### config.mk
export PLATFORM = sky130hd
export DESIGN_NAME = truth_table_scanner
export DESIGN_NICKNAME = d
export VERILOG_FILES = /design/src/rtl/truth_table_scanner.sv
export SDC_FILE = /design/constraint.sdc
export NUM_CORES = 1
export LEC_CHECK = 0
export BUFFER_PORTS_ARGS = -buffer_cell sky130_fd_sc_hd__buf_2
export CAP_MARGIN = 20
export CORE_ASPECT_RATIO = 1.75
export CORE_MARGIN = 3
export CORE_UTILIZATION = 50
export CTS_BUF_LIST = sky130_fd_sc_hd__clkbuf_4
export DETAILED_ROUTE_END_ITERATION = 16
export GPL_TIMING_DRIVEN = 0
export PLACE_DENSITY_LB_ADDON = 0.08
export SYNTH_ARGS = -nofsm -noshare
export SYNTH_HDL_FRONTEND = slang
export SYNTH_SLANG_ARGS = --single-unit
### constraint.sdc
create_clock -name clk -period 4.2 [get_ports clk]
set_input_delay 0 -clock clk [delete_from_list [all_inputs] [get_ports clk]]
set_output_delay 0 -clock clk [all_outputs]
set_load 0.03 [all_outputs]
### src/rtl/truth_table_scanner.sv
// truth_table_scanner
//
// Characterises a 4-input combinational function block. The scanner drives
// every input vector {a,b,c,d} = 0..15 into the block in turn. It samples the
// block's response s and builds the 16-entry truth table from those samples.
// It compares the table against EXPECT_MASK, then streams the indices of the
// set minterms over a valid/ready handshake.
//
// Parameters
//   EXPECT_MASK : expected truth table, bit k = f(k), k = {a,b,c,d} (a is MSB)
//   SETTLE      : cycles each vector is held before s is sampled (1..15)
//
// Ports
//   clk        in   rising-edge clock
//   rst_n      in   asynchronous active-low reset
//   start      in   begin a scan; only honoured while idle
//   a,b,c,d    out  registered input vector for the function under test
//   s          in   response of the function under test
//   busy       out  high whenever a scan or listing is in progress
//   tbl        out  captured truth table
//   count      out  number of ones in tbl (0..16)
//   match      out  tbl == EXPECT_MASK, valid once done has pulsed
//   idx_valid  out  minterm index available
//   idx        out  minterm index
//   idx_ready  in   consumer accepts idx
//   done       out  one-cycle pulse at the end of a scan
module truth_table_scanner #(
  parameter logic [15:0] EXPECT_MASK = 16'h1894,
  parameter int unsigned SETTLE      = 1
) (
  input  logic        clk,
  input  logic        rst_n,
  input  logic        start,
  output logic        a,
  output logic        b,
  output logic        c,
  output logic        d,
  input  logic        s,
  output logic        busy,
  output logic [15:0] tbl,
  output logic [4:0]  count,
  output logic        match,
  output logic        idx_valid,
  output logic [3:0]  idx,
  input  logic        idx_ready,
  output logic        done
);

  typedef enum logic [2:0] {
    StIdle,
    StDrive,
    StSample,
    StList,
    StFin
  } state_e;

  // Last value of the settle counter before sampling.
  localparam logic [3:0] SettleLast = 4'(SETTLE - 1);

  state_e      state_q, state_d;
  logic [3:0]  vec_q, vec_d;
  logic [3:0]  settle_q, settle_d;
  logic [3:0]  ptr_q, ptr_d;
  logic [15:0] tbl_q, tbl_d;
  logic [4:0]  count_q, count_d;
  logic        match_q, match_d;

  always_ff @(posedge clk or negedge rst_n) begin
    if (!rst_n) begin
      state_q  <= StIdle;
      vec_q    <= 4'd0;
      settle_q <= 4'd0;
      ptr_q    <= 4'd0;
      tbl_q    <= 16'd0;
      count_q  <= 5'd0;
      match_q  <= 1'b0;
    end else begin
      state_q  <= state_d;
      vec_q    <= vec_d;
      settle_q <= settle_d;
      ptr_q    <= ptr_d;
      tbl_q    <= tbl_d;
      count_q  <= count_d;
      match_q  <= match_d;
    end
  end

  always_comb begin
    state_d  = state_q;
    vec_d    = vec_q;
    settle_d = settle_q;
    ptr_d    = ptr_q;
    tbl_d    = tbl_q;
    count_d  = count_q;
    match_d  = match_q;

    unique case (state_q)
      StIdle: begin
        if (start) begin
          state_d  = StDrive;
          vec_d    = 4'd0;
          settle_d = 4'd0;
          ptr_d    = 4'd0;
          tbl_d    = 16'd0;
          count_d  = 5'd0;
          match_d  = 1'b0;
        end
      end

      StDrive: begin
        if (settle_q == SettleLast) begin
          settle_d = 4'd0;
          state_d  = StSample;
        end else begin
          settle_d = settle_q + 4'd1;
        end
      end

      StSample: begin
        tbl_d[vec_q] = s;
        count_d      = count_q + {4'd0, s};
        if (vec_q == 4'hf) begin
          // Compare against the table including this final sample.
          match_d = (tbl_d == EXPECT_MASK);
          ptr_d   = 4'd0;
          state_d = StList;
        end else begin
          vec_d   = vec_q + 4'd1;
          state_d = StDrive;
        end
      end

      StList: begin
        // Clear entries are skipped; set entries wait for the consumer.
        if (!tbl_q[ptr_q] || idx_ready) begin
          if (ptr_q == 4'hf) begin
            state_d = StFin;
          end else begin
            ptr_d = ptr_q + 4'd1;
          end
        end
      end

      StFin: begin
        state_d = StIdle;
      end

      default: begin
        state_d = StIdle;
      end
    endcase
  end

  // The vector register drives the function block directly. It keeps its last
  // value (15) after the sweep until the next start or a reset.
  assign {a, b, c, d} = vec_q;

  assign busy      = (state_q != StIdle);
  assign tbl       = tbl_q;
  assign count     = count_q;
  assign match     = match_q;
  assign idx_valid = (state_q == StList) && tbl_q[ptr_q];
  assign idx       = ptr_q;
  assign done      = (state_q == StFin);

endmodule
Word level (Yosys, flattened, before mapping)
Cells that the tools add are included.
Storage, ports and cells
  output and inout bits: 33
  word-level logic and storage cells: 71
  bits in registers: 37
Cells by class
  add/sub/neg operators: 4
  mux-type cells: 27
  equality and inequality tests: 14
  reduce and logical (&&, ||, !) cells: 16
  magnitude comparators: 3
Operators by type and width (number)
  $pmux W16 S2: 1
  $mux W4: 6
  $bwmux W16: 1
  $eq A16 B13 Y1 const B: 1
  $mux W16: 1
  $pmux W4 S2: 2
  $ne A2 B2 Y1 const B: 7
  $add A4 B1 Y4 const B: 3
  $mux W3: 4
  $pmux W3 S4: 1
  $pmux W4 S3: 1
  $lt A4 B5 Y1 const B: 2
  $pmux W5 S2: 1
  $eq A4 B4 Y1 const B: 2
  $eq A3 B2 Y1 const B: 2
  $reduce_and A3 Y1: 2
  $reduce_bool A3 Y1: 2
  $add A5 B1 Y5: 1
  $mux W5: 1
  $reduce_and A5 Y1: 1
  $bmux W1 S4: 1
  $demux W1 S4: 1
  $ge A4 B1 Y1 const B: 1
  $logic_not A4 Y1: 1
  other kinds (12): 18

Depth between registers and ports, before layout
Gate-level depths: netlist (run 1).
  word-level depth: 8
  depth in mapped cells: 8
  mapped depth without buffers: 7

Least setup slack after synthesis (run 1)
OpenSTA, ideal clock, no wires.
  kind: reg-to-reg
  start: reg vec_q[0]
  end: reg match_q (netlist: match)
  slack: 2130 ps
  setup time: 92 ps
  arrival: 1979 ps
  period minus slack after synthesis: 2070 ps
  path buffers: 0
  cell stages (with the launch flop): 7
  path through: dfrtp_1 -> ha_1 -> or3b_1 -> a222oi_1 -> a21boi_1 -> o2111ai_1 -> o31ai_2
Between the ends
  cells in the longest elaborated chain, start to end: 8
RTL lines
  from (decl): RTL line 61  | logic [3:0] vec_q, vec_d;
  from (signal assigned): RTL line 79  | vec_q <= vec_d;
  $lt A4 B5 Y1 (implied by the code) or $ge A4 B1 Y1 (tied branches): RTL line 120  | tbl_d[vec_q] = s;
  $logic_and A1 B1 Y1 (implied by the code): RTL line 120
  $mux W1 (implied by the code): RTL line 120
  $demux W1 S4: RTL line 120
  $bwmux W16: RTL line 120
  $eq A16 B13 Y1: RTL line 124  | match_d = (tbl_d == EXPECT_MASK);
  $mux W1: RTL line 122  | if (vec_q == 4'hf) begin
  $pmux W1 S2: RTL line 97  | unique case (state_q)
  to (signal assigned): RTL line 84  | match_q <= match_d;
  to (decl): RTL line 66  | logic match_q, match_d;
Parallel ways exist; a longest one is shown, timed or not. The select of a mux whose other input is x is not followed.
A chain may end at the register's enable or synchronous reset.

Worst setup path in the final report (run 1)
  start: reg vec_q[2]
  end: reg match_q (netlist: match)
The elaborated chain is that of the path after synthesis.

==> results of run 1 <==
logic make-up after synthesis:
group,count (synthesis),share of synthesized area [%]
XOR/XNOR,4,1.47
buffers and inverters,27,4.92
AO/OA/AOI/OAI,90,22.7
adder cells (fa/ha/maj),11,5.76
AND/OR/NAND/NOR,83,20.7
multiplexers,13,5.61
flip-flops,37,38.8
cell type report:
class | count | area [sq um] | share of cell area (%)
Buffer | 15 | 72.6 | 2.68
Clock buffer | 6 | 45.0 | 1.66
Clock inverter | 1 | 3.75 | 0.139
Inverter | 12 | 45.0 | 1.66
Multi-Input combinational cell | 201 | 1350 | 49.7
Sequential cell | 37 | 926 | 34.2
Tap cell | 51 | 63.8 | 2.36
Timing Repair Buffer | 39 | 205 | 7.58
layout by cell type (no fill, tap or decap), types with 4 or more instances in the layout:
master | Yosys | final
nand3b_1 | 5 | 5
nor2_1 | 16 | 16
ha_1 | 11 | 11
nor2b_1 | 4 | 4
mux2i_1 | 10 | 10
nand2b_1 | 6 | 6
clkbuf_4 | 0 | 6
nand2_1 | 17 | 17
buf_2 | 4 | 41
a21oi_1 | 25 | 25
nand3_1 | 8 | 8
o21ai_0 | 33 | 33
clkbuf_1 | 9 | 9
xor2_1 | 4 | 4
dfrtp_1 | 37 | 37
nor3_1 | 4 | 4
inv_1 | 12 | 12
state kept, by name, indices dropped and copies added, names as in the netlist:
name / count
match: 1
vec_q: 4
count: 5
idx: 4
tbl: 16
state_q: 3
settle_q: 4
report_power, final:
group | switching, mW | total [mW] | internal, mW
Combinational | 0.544 | 0.831 | 0.287
Clock | 0.119 | 0.187 | 0.0674
Sequential | 0.0805 | 0.494 | 0.414
Total | 0.744 | 1.51 | 0.768
worst max-delay path by stage:
stage                        start  endpoint  cells after the start
after global routing      vec_q[0]     match                      6
after detailed placement  vec_q[0]     match                      6
final                     vec_q[2]     match                      6
after CTS                 vec_q[0]     match                      6
after floorplan           vec_q[0]     match                      6
after global placement    vec_q[2]     match                      6
through the flow:
step	instance area [sq um]	util [%]	total power, mW	std cells	worst slack [ns]
3_3_place_gp	2640	58.3	1.31	353	2.08
5_1_grt	2710	59.8	1.62	362	1.89
2_1_floorplan	2390	-	1.09	265	2.13
6_report	2710	59.8	1.51	362	2.04
3_5_place_dp	2640	58.3	1.32	353	2.07
4_1_cts	2710	59.8	1.51	362	2.04
critical path, cell delays in order, from the launching register on:
cell and delay [ns]:
dfrtp_1 0.51, clkbuf_1 0.42, nand3b_1 0.23, mux2i_1 0.19, nor4b_2 0.34, o2111ai_1 0.19, o31ai_2 0.20
per-layer routing:
layer	wire [um]	share of wire (%)	track usage (%)
met5	0	0	0
met4	159	2.5	10.4
met3	335	5.2	3.32
met2	3320	52	40.9
met1	2630	41	30.1
what timing repair did:
item / 4_1_cts / 5_1_grt
hold buffers: 2 / 0
hold endpoints to repair: 39 / 0
setup endpoints to repair: 0 / 0
==> flow_metrics.py, run 1 <==
metrics = {
    "run_status": {
        "status": "finished clean",
    },
    "synth": {
        "ys_ff_latch": 37,
        "ys.warnings.count": 0,
        "yosys.area.top_type": "dfrtp_1",
        "yosysMostFrequentCell": "dfrtp_1",
        "synthTopCellsByCount": "dfrtp_1, o21ai_0, a21oi_1",
        "syn_avg_cell_area_sq_um": 9.01,
        "yosysTopAreaCellShare_pct": 38.8,
        "ys_types": 52,
        "ys_seq_area_share_pct": 38.8,
        "syn-cell-area_sq_mm": 0.00239,
        "async_flop_share_pct": 100,
        "synthCells": 265,
        "synth_edf_count": 0,
        "syn_nets": 281,
        "synth_ff_type": "dfrtp_1",
        "synthTopCellsByArea": "dfrtp_1, o21ai_0, ha_1",
    },
    "placed_design": {
        "globalplace.congestion": 0.914,
        "port_buffers": 37,
        "hpwlAfterDp_mm": 4.59,
    },
    "worst_setup_path": {
        "rr_startpoint": "vec_q[2]",
        "worstPathMaxFanout": 10,
        "r2r-end": "match",
        "r2r_slack_ns": 2.04,
        "crit_arrival_ns": 2.42,
        "end_kind": "flop",
        "r2r_cells": 6,
        "critPathLaunchType": "flop",
        "crit_required_ns": 4.47,
        "critical_path_class": "flop to flop",
    },
    "floorplan": {
        "start_util_pct": 52.8,
        "die_w_um": 58.2,
        "die_h_um": 97.4,
        "ios": 38,
        "rows": 32,
        "core_area_sq_mm": 0.00452,
        "die_area_sq_mm": 0.00567,
    },
    "cts": {
        "numCtsBuffers": 5,
        "cts_resized": 0,
        "numClockSinks": 37,
        "cts_buffer_depth": 2,
        "clkLatencyLatePin_ns": 0.34,
        "cts.clk_slew.worst_paths_ns": 0.11,
        "cts_root_buffer": "clkbuf_4",
        "post_cts.repair.setup_buffers": 0,
        "h-tree-depth": 2,
        "cts_tree": "yes",
    },
    "drt": {
        "wl_per_cell_um": 17.8,
        "drtPass1Iterations": 4,
        "drt_iter0_drc": 115,
        "vias": 2189,
        "drt_wl_total_mm": 6.45,
        "drc": 0,
        "ant_nets": 0,
        "via_per_inst": 6.05,
    },
    "grt": {
        "grt.total_usage_pct": 24.3,
        "grt_first_pass_wirelength_mm": 10.7,
        "grt_max_degree": 38,
        "antenna_found_initial": 0,
        "grt_pass1_vias": 2102,
        "grt_overflow": 0,
    },
    "sta": {
        "finalCritPeriodShare_pct": 51.4,
        "finalSetupViolCount": 0,
        "tightestPinTransition_ns": 0.854,
        "period_needed_ns": 2.16,
        "slew_headroom_pct": 43.1,
        "hold_viol": 0,
        "rsz0062_at_grt": "no",
        "clock.fmax_mhz": 464,
        "slew_viol_final": 0,
        "timing.hold.ws_ns": 0.0131,
        "final.setup.tns_ns": 0,
        "fin_skew_ns": 0.00878,
    },
    "worst_hold_path": {
        "worstHoldEndpoint": "tbl[9]",
        "hold_depth": 3,
        "hold_path_startpoint": "s",
        "hp-class": "input pin to flop",
    },
    "power_and_ir_drop": {
        "leakagePower_nw": 1.25,
        "peakVddDrop_mv": 0.371,
        "power_density_mw_per_mm2": 559,
    },
    "job": {
        "cap_viol_max_count": 0,
    },
    "cells_and_area": {
        "drive_gt1_share_pct": 19.0,
        "insertedDiodeCount": 0,
        "fillCellCount": 431,
        "area_growth_pct": 13.3,
        "nets": 327,
    },
}
(Power assumes the default switching activity.)
==> run 2: changes to the inputs <==
--- a/config.mk
+++ b/config.mk
@@ -5,6 +5,7 @@
 export SDC_FILE = /design/constraint.sdc
 export NUM_CORES = 1
 export LEC_CHECK = 0
+export ABC_AREA = 1
 export BUFFER_PORTS_ARGS = -buffer_cell sky130_fd_sc_hd__buf_2
 export CAP_MARGIN = 20
 export CORE_ASPECT_RATIO = 1.75
==> constraint.sdc (replaced) <==
create_clock -name clk -period 2.1 [get_ports clk]
set_input_delay 0 -clock clk [delete_from_list [all_inputs] [get_ports clk]]
set_output_delay 0 -clock clk [all_outputs]
set_load 0.03 [all_outputs]
==> run 2 against run 1 <==
Total power up 110%. Area after synthesis down 3.0%. Critical path depth rose by 2. Flip-flop and latch count did not move. Core utilization is 0.077 points lower. Synthesized cell count grew 13%. Largest cell class unchanged.
==> flow_metrics.py, run 2 <==
metrics = {
    "worst_setup_path": {
        "slowest_stage": "dfrtp_1",
        "critical_path_class": "flop to flop",
        "end_kind": "flop",
        "max_stage_delay_ns": 0.49,
        "path_delay_family": "simple AND/OR/NAND/NOR gates",
        "r2r_cells": 8,
        "cp.depth": 8,
        "critPathLaunchType": "flop",
        "worstPathMaxFanout": 8,
        "crit_arrival_ns": 2.14,
        "crit_required_ns": 2.40,
        "critical_path.cell_chain": "inv_1, ha_1, nand3_1, o21ai_0, nand2_1, nor2_1, nand3_1, nand2_1",
        "cp_num_buf_inv": 1,
    },
    "synth": {
        "yosysTopAreaCellShare_pct": 40.0,
        "yosys.area.top_type": "dfrtp_1",
        "synthTopCellsByCount": "nand2_1, inv_1, dfrtp_1",
        "ys_seq_area_share_pct": 40.0,
        "synth_edf_count": 0,
        "ys_types": 34,
        "syn_nets": 315,
        "synthCells": 299,
        "syn-cell-area_sq_mm": 0.00232,
        "async_flop_share_pct": 100,
        "yosysMostFrequentCell": "nand2_1",
        "synthTopCellsByArea": "dfrtp_1, nand2_1, nand3_1",
        "syn_avg_cell_area_sq_um": 7.75,
        "ys_ff_latch": 37,
        "synth_ff_type": "dfrtp_1",
        "ys.warnings.count": 0,
    },
    "sta": {
        "timing.hold.ws_ns": 0.0402,
        "finalCritPeriodShare_pct": 88.0,
        "slew_headroom_pct": 44.2,
        "rsz0062_at_grt": "no",
        "clock.fmax_mhz": 541,
        "tightestPinTransition_ns": 0.837,
        "finalSetupViolCount": 0,
        "final.setup.tns_ns": 0,
        "period_needed_ns": 1.85,
        "fin_skew_ns": 0.0188,
        "slew_viol_final": 0,
        "setup_ws_ns": 0.253,
        "hold_viol": 0,
    },
    "floorplan": {
        "rows": 32,
        "ios": 38,
        "start_util_pct": 52.1,
        "die_h_um": 96.1,
        "die_area_sq_mm": 0.00552,
        "die_w_um": 57.5,
        "core_area_sq_mm": 0.00444,
    },
    "drt": {
        "drt_iter0_drc": 47,
        "drtPass1Iterations": 4,
        "drc": 0,
        "wl_per_cell_um": 14.1,
        "via_per_inst": 5.35,
        "vias": 2118,
        "ant_nets": 0,
        "drt_wl_total_mm": 5.56,
    },
    "power_and_ir_drop": {
        "peakVddDrop_mv": 1.04,
        "leakagePower_nw": 1.40,
        "power_density_mw_per_mm2": 1180,
    },
    "cts": {
        "cts_resized": 0,
        "hold_buffers": 1,
        "numClockSinks": 37,
        "h-tree-depth": 2,
        "post_cts.repair.setup_buffers": 0,
        "cts.clk_slew.worst_paths_ns": 0.12,
        "cts_buffer_depth": 2,
        "numCtsBuffers": 5,
        "cts_tree": "yes",
        "clkLatencyLatePin_ns": 0.35,
        "cts_root_buffer": "clkbuf_4",
    },
    "cells_and_area": {
        "nets": 360,
        "largest_register_ffs": 16,
        "most-common-layout-cells": "nand2_1, buf_2, inv_1, dfrtp_1, nand3_1",
        "area_growth_pct": 14.6,
        "final_common_cell": "nand2_1",
        "final_area_sq_mm": 0.00266,
        "drive_gt1_share_pct": 19.4,
        "insertedDiodeCount": 0,
    },
    "grt": {
        "grt_max_degree": 38,
        "grt_first_pass_wirelength_mm": 9.49,
        "grt.total_usage_pct": 22.2,
        "grt_pass1_vias": 2050,
        "antenna_found_initial": 0,
        "grt_overflow": 0,
    },
    "placed_design": {
        "place_area_sq_mm": 0.00257,
        "hpwlAfterDp_mm": 4.35,
        "globalplace.congestion": 0.873,
        "port_buffers": 37,
        "post-place-ws_ns": 0.341,
    },
    "job": {
        "cap_viol_max_count": 0,
    },
    "worst_hold_path": {
        "hold_depth": 3,
        "hp-class": "input pin to flop",
    },
    "run_status": {
        "status": "finished clean",
    },
}
## run 2: changes by cell type after synthesis, sizes merged, moves of 8 or more
cell,before,now
a21oi,26,3
inv,12,42
mux2i,10,0
nand2,17,81
nand3,10,34
o22ai,3,11
## run 2: layout make-up
type | instances | area [sq um]
Sequential cell | 37 | 926
Fill cell | 435 | 1790
Inverter | 42 | 163
Clock inverter | 2 | 33.8
Buffer | 7 | 40.0
Multi-Input combinational cell | 213 | 1190
Clock buffer | 6 | 45.0
Tap cell | 51 | 63.8
Timing Repair Buffer | 38 | 195
## run 2: final timing paths
kind	start	to	slack, ns
max	vec_q[1]	match	0.25
min	s	count[0]	0.04
max reg2reg	vec_q[1]	match	0.25
min reg2reg	match	match	0.52
max in group asynchronous	rst_n	idx[0]	1.29
min in group asynchronous	rst_n	vec_q[2]	0.27
## run 2: per-layer routing
layer  vias to the layer above  track usage [%]  part of all wire (%)
met2                        61             40.2                    52
met3                        19             3.49                   4.0
met4                         0             12.4                   5.2
met1                       974             24.0                    39
li1                       1064                -                     -
met5                         -                0                     0
## run 2: cell families (layout without fill, tap and decap cells)
logic type,Yosys count,in the layout,synth area share [%]
compound gates,55,55,14.1
xor+xnor,7,7,2.65
fa+ha+maj,11,11,5.94
buf+inv,49,95,8.75
flops,37,37,40.0
simple gates,140,140,28.6
## run 2: worst register-to-register path, cell delays in order, from the launching register on
cell     delay, ns
dfrtp_1       0.49
inv_1         0.12
ha_1          0.24
nand3_1       0.17
o21ai_0       0.28
nand2_1       0.09
nor2_1        0.18
nand3_1       0.15
nand2_1       0.08
## run 2: per-stage QoR
step,utilization (%),instances,power [mW]
2_1_floorplan,-,299,2.23
3_3_place_gp,57.7,387,2.62
5_1_grt,59.7,396,3.39
6_report,59.7,396,3.12
4_1_cts,59.7,396,3.14
3_5_place_dp,57.7,387,2.64
## run 2: report_power, final
group / total, mW / internal, mW / leakage (nW) / switching (mW)
Combinational: 1.61 / 0.513 / 0.853 / 1.09
Clock: 0.504 / 0.261 / 0.0433 / 0.243
Sequential: 1.01 / 0.852 / 0.505 / 0.157
Total: 3.12 / 1.63 / 1.40 / 1.49
==> run 3: changes to the inputs <==
--- a/config.mk
+++ b/config.mk
@@ -7,14 +7,14 @@
 export LEC_CHECK = 0
 export ABC_AREA = 1
 export BUFFER_PORTS_ARGS = -buffer_cell sky130_fd_sc_hd__buf_2
-export CAP_MARGIN = 20
+export CAP_MARGIN = 25
 export CORE_ASPECT_RATIO = 1.75
 export CORE_MARGIN = 3
 export CORE_UTILIZATION = 50
 export CTS_BUF_LIST = sky130_fd_sc_hd__clkbuf_4
 export DETAILED_ROUTE_END_ITERATION = 16
 export GPL_TIMING_DRIVEN = 0
-export PLACE_DENSITY_LB_ADDON = 0.08
+export PLACE_DENSITY = 0.78
 export SYNTH_ARGS = -nofsm -noshare
 export SYNTH_HDL_FRONTEND = slang
 export SYNTH_SLANG_ARGS = --single-unit
==> constraint.sdc (replaced) <==
create_clock -name clk -period 2 [get_ports clk]
set_input_delay 0 -clock clk [delete_from_list [all_inputs] [get_ports clk]]
set_output_delay 0 -clock clk [all_outputs]
set_load 0.03 [all_outputs]
==> run 3 against run 2 <==
Critical path depth did not move. Hold slack improved by 0.022 ns. Combinational power increased by 7%. Sequential power increased by 5%. Clock power down 22%. Non-clock buffer count unchanged. Register-to-register slack got worse by 0.11 ns. Critical path type unchanged.
==> flow_metrics.py, run 3 (synthesis gave the netlist of run 2 again) <==
metrics = {
    "drt": {
        "drt_wl_total_mm": 5.79,
        "vias": 2204,
        "wl_per_cell_um": 14.7,
        "via_per_inst": 5.58,
        "drtPass1Iterations": 4,
        "drt_iter0_drc": 76,
        "drc": 0,
        "ant_nets": 0,
    },
    "grt": {
        "antenna_found_initial": 0,
        "grt_max_degree": 38,
        "grt_overflow": 0,
        "grt.total_usage_pct": 22.4,
        "grt_pass1_vias": 2083,
        "grt_first_pass_wirelength_mm": 9.55,
    },
    "sta": {
        "clock.fmax_mhz": 539,
        "final.setup.tns_ns": 0,
        "timing.hold.ws_ns": 0.0627,
        "hold_viol": 0,
        "slew_viol_final": 0,
        "slew_headroom_pct": 42.8,
        "finalSetupViolCount": 0,
        "rsz0062_at_grt": "no",
        "period_needed_ns": 1.86,
        "tightestPinTransition_ns": 0.858,
        "finalCritPeriodShare_pct": 92.8,
        "fin_skew_ns": 0.00752,
    },
    "floorplan": {
        "core_area_sq_mm": 0.00444,
        "ios": 38,
        "die_area_sq_mm": 0.00552,
        "rows": 32,
        "die_h_um": 96.1,
        "start_util_pct": 52.1,
        "die_w_um": 57.5,
    },
    "worst_setup_path": {
        "end_kind": "flop",
        "path_delay_family": "simple AND/OR/NAND/NOR gates",
        "crit_arrival_ns": 2.15,
        "max_stage_delay_ns": 0.48,
        "critical_path_class": "flop to flop",
        "cp.depth": 8,
        "critPathLaunchType": "flop",
        "r2r_cells": 8,
        "worstPathMaxFanout": 8,
        "crit_required_ns": 2.30,
        "slowest_stage": "dfrtp_1",
        "critical_path.cell_chain": "inv_1, ha_1, nand2_1, o21ai_0, nand3_1, nor2_1, nand3_1, nand2_1",
        "cp_num_buf_inv": 1,
    },
    "cts": {
        "cts_root_buffer": "clkbuf_4",
        "numCtsBuffers": 5,
        "cts_resized": 0,
        "clkLatencyLatePin_ns": 0.35,
        "numClockSinks": 37,
        "cts_buffer_depth": 2,
        "cts.clk_slew.worst_paths_ns": 0.12,
        "cts_tree": "yes",
        "hold_buffers": 1,
        "h-tree-depth": 2,
        "post_cts.repair.setup_buffers": 0,
    },
    "power_and_ir_drop": {
        "p_int_mw": 1.58,
        "p_sw_mw": 1.59,
        "power_density_mw_per_mm2": 1210,
        "peakVddDrop_mv": 1.00,
        "leakagePower_nw": 1.39,
        "pwr-share-comb_pct": 54.2,
        "total_power_mw": 3.17,
        "power.sequential.fraction_pct": 33.3,
        "sw_frac_of_total_pct": 50.2,
        "p_clk_share_pct": 12.4,
    },
    "cells_and_area": {
        "drive_gt1_share_pct": 19.2,
        "insertedDiodeCount": 0,
        "final_cells": 395,
        "finalCoreUtilization_pct": 59.1,
        "final_common_cell": "nand2_1",
        "nets": 360,
        "largest_register_ffs": 16,
        "area_growth_pct": 13.3,
        "most-common-layout-cells": "nand2_1, buf_2, inv_1, dfrtp_1, nand3_1",
    },
    "placed_design": {
        "globalplace.congestion": 0.868,
        "dp_cells": 387,
        "port_buffers": 37,
        "hpwlAfterDp_mm": 4.43,
    },
    "worst_hold_path": {
        "hold_depth": 3,
        "hp-class": "input pin to flop",
    },
    "job": {
        "cap_viol_max_count": 0,
    },
    "run_status": {
        "status": "finished clean",
    },
}
[run 3: power groups by stage]
stage                     Sequential, mW  Clock, mW  Combinational (mW)
after floorplan                     1.23          0                1.12
after CTS                           1.06      0.404                1.73
final                               1.06      0.394                1.72
after global placement              1.07          0                1.68
after global routing                1.08      0.436                1.90
after detailed placement            1.07          0                1.72
[run 3: worst paths after layout]
check | to | startpoint | slack, ns
max | match | vec_q[0] | 0.14
min | count[0] | s | 0.06
max reg2reg | match | vec_q[0] | 0.14
min reg2reg | match | match | 0.53
max in group asynchronous | count[0] | rst_n | 1.17
min in group asynchronous | tbl[1] | rst_n | 0.29
[run 3: metrics by stage]
step	worst slack [ns]	cell area [sq um]
detailed placement	0.211	2570
finish	0.145	2630
global route	0.0166	2630
CTS	0.175	2630
global placement	0.249	2570
floorplan	0.292	2320
[run 3: layout make-up]
type	instances	area, sq um
fillers	430	1820
repair buffers	38	195
multi-input cells	213	1190
plain buffers	7	40.0
well taps	51	63.8
flip-flops and latches	37	926
clock inverters	1	3.75
inverters	42	163
clock buffers	6	45.0
[run 3: worst register-to-register path, stage by stage, from the launching register on]
cell and delay [ns]:
dfrtp_1 0.48, inv_1 0.14, ha_1 0.25, nand2_1 0.09
o21ai_0 0.32, nand3_1 0.12, nor2_1 0.19, nand3_1 0.14
nand2_1 0.08
[run 3: per-layer routing]
layer / vias up / wire length [um] / track usage, %
met1: 1031 / 2200 / 24.6
met5: - / 0 / 0
met3: 24 / 263 / 3.49
met4: 0 / 267 / 14.3
li1: 1068 / - / -
met2: 81 / 3060 / 39.2
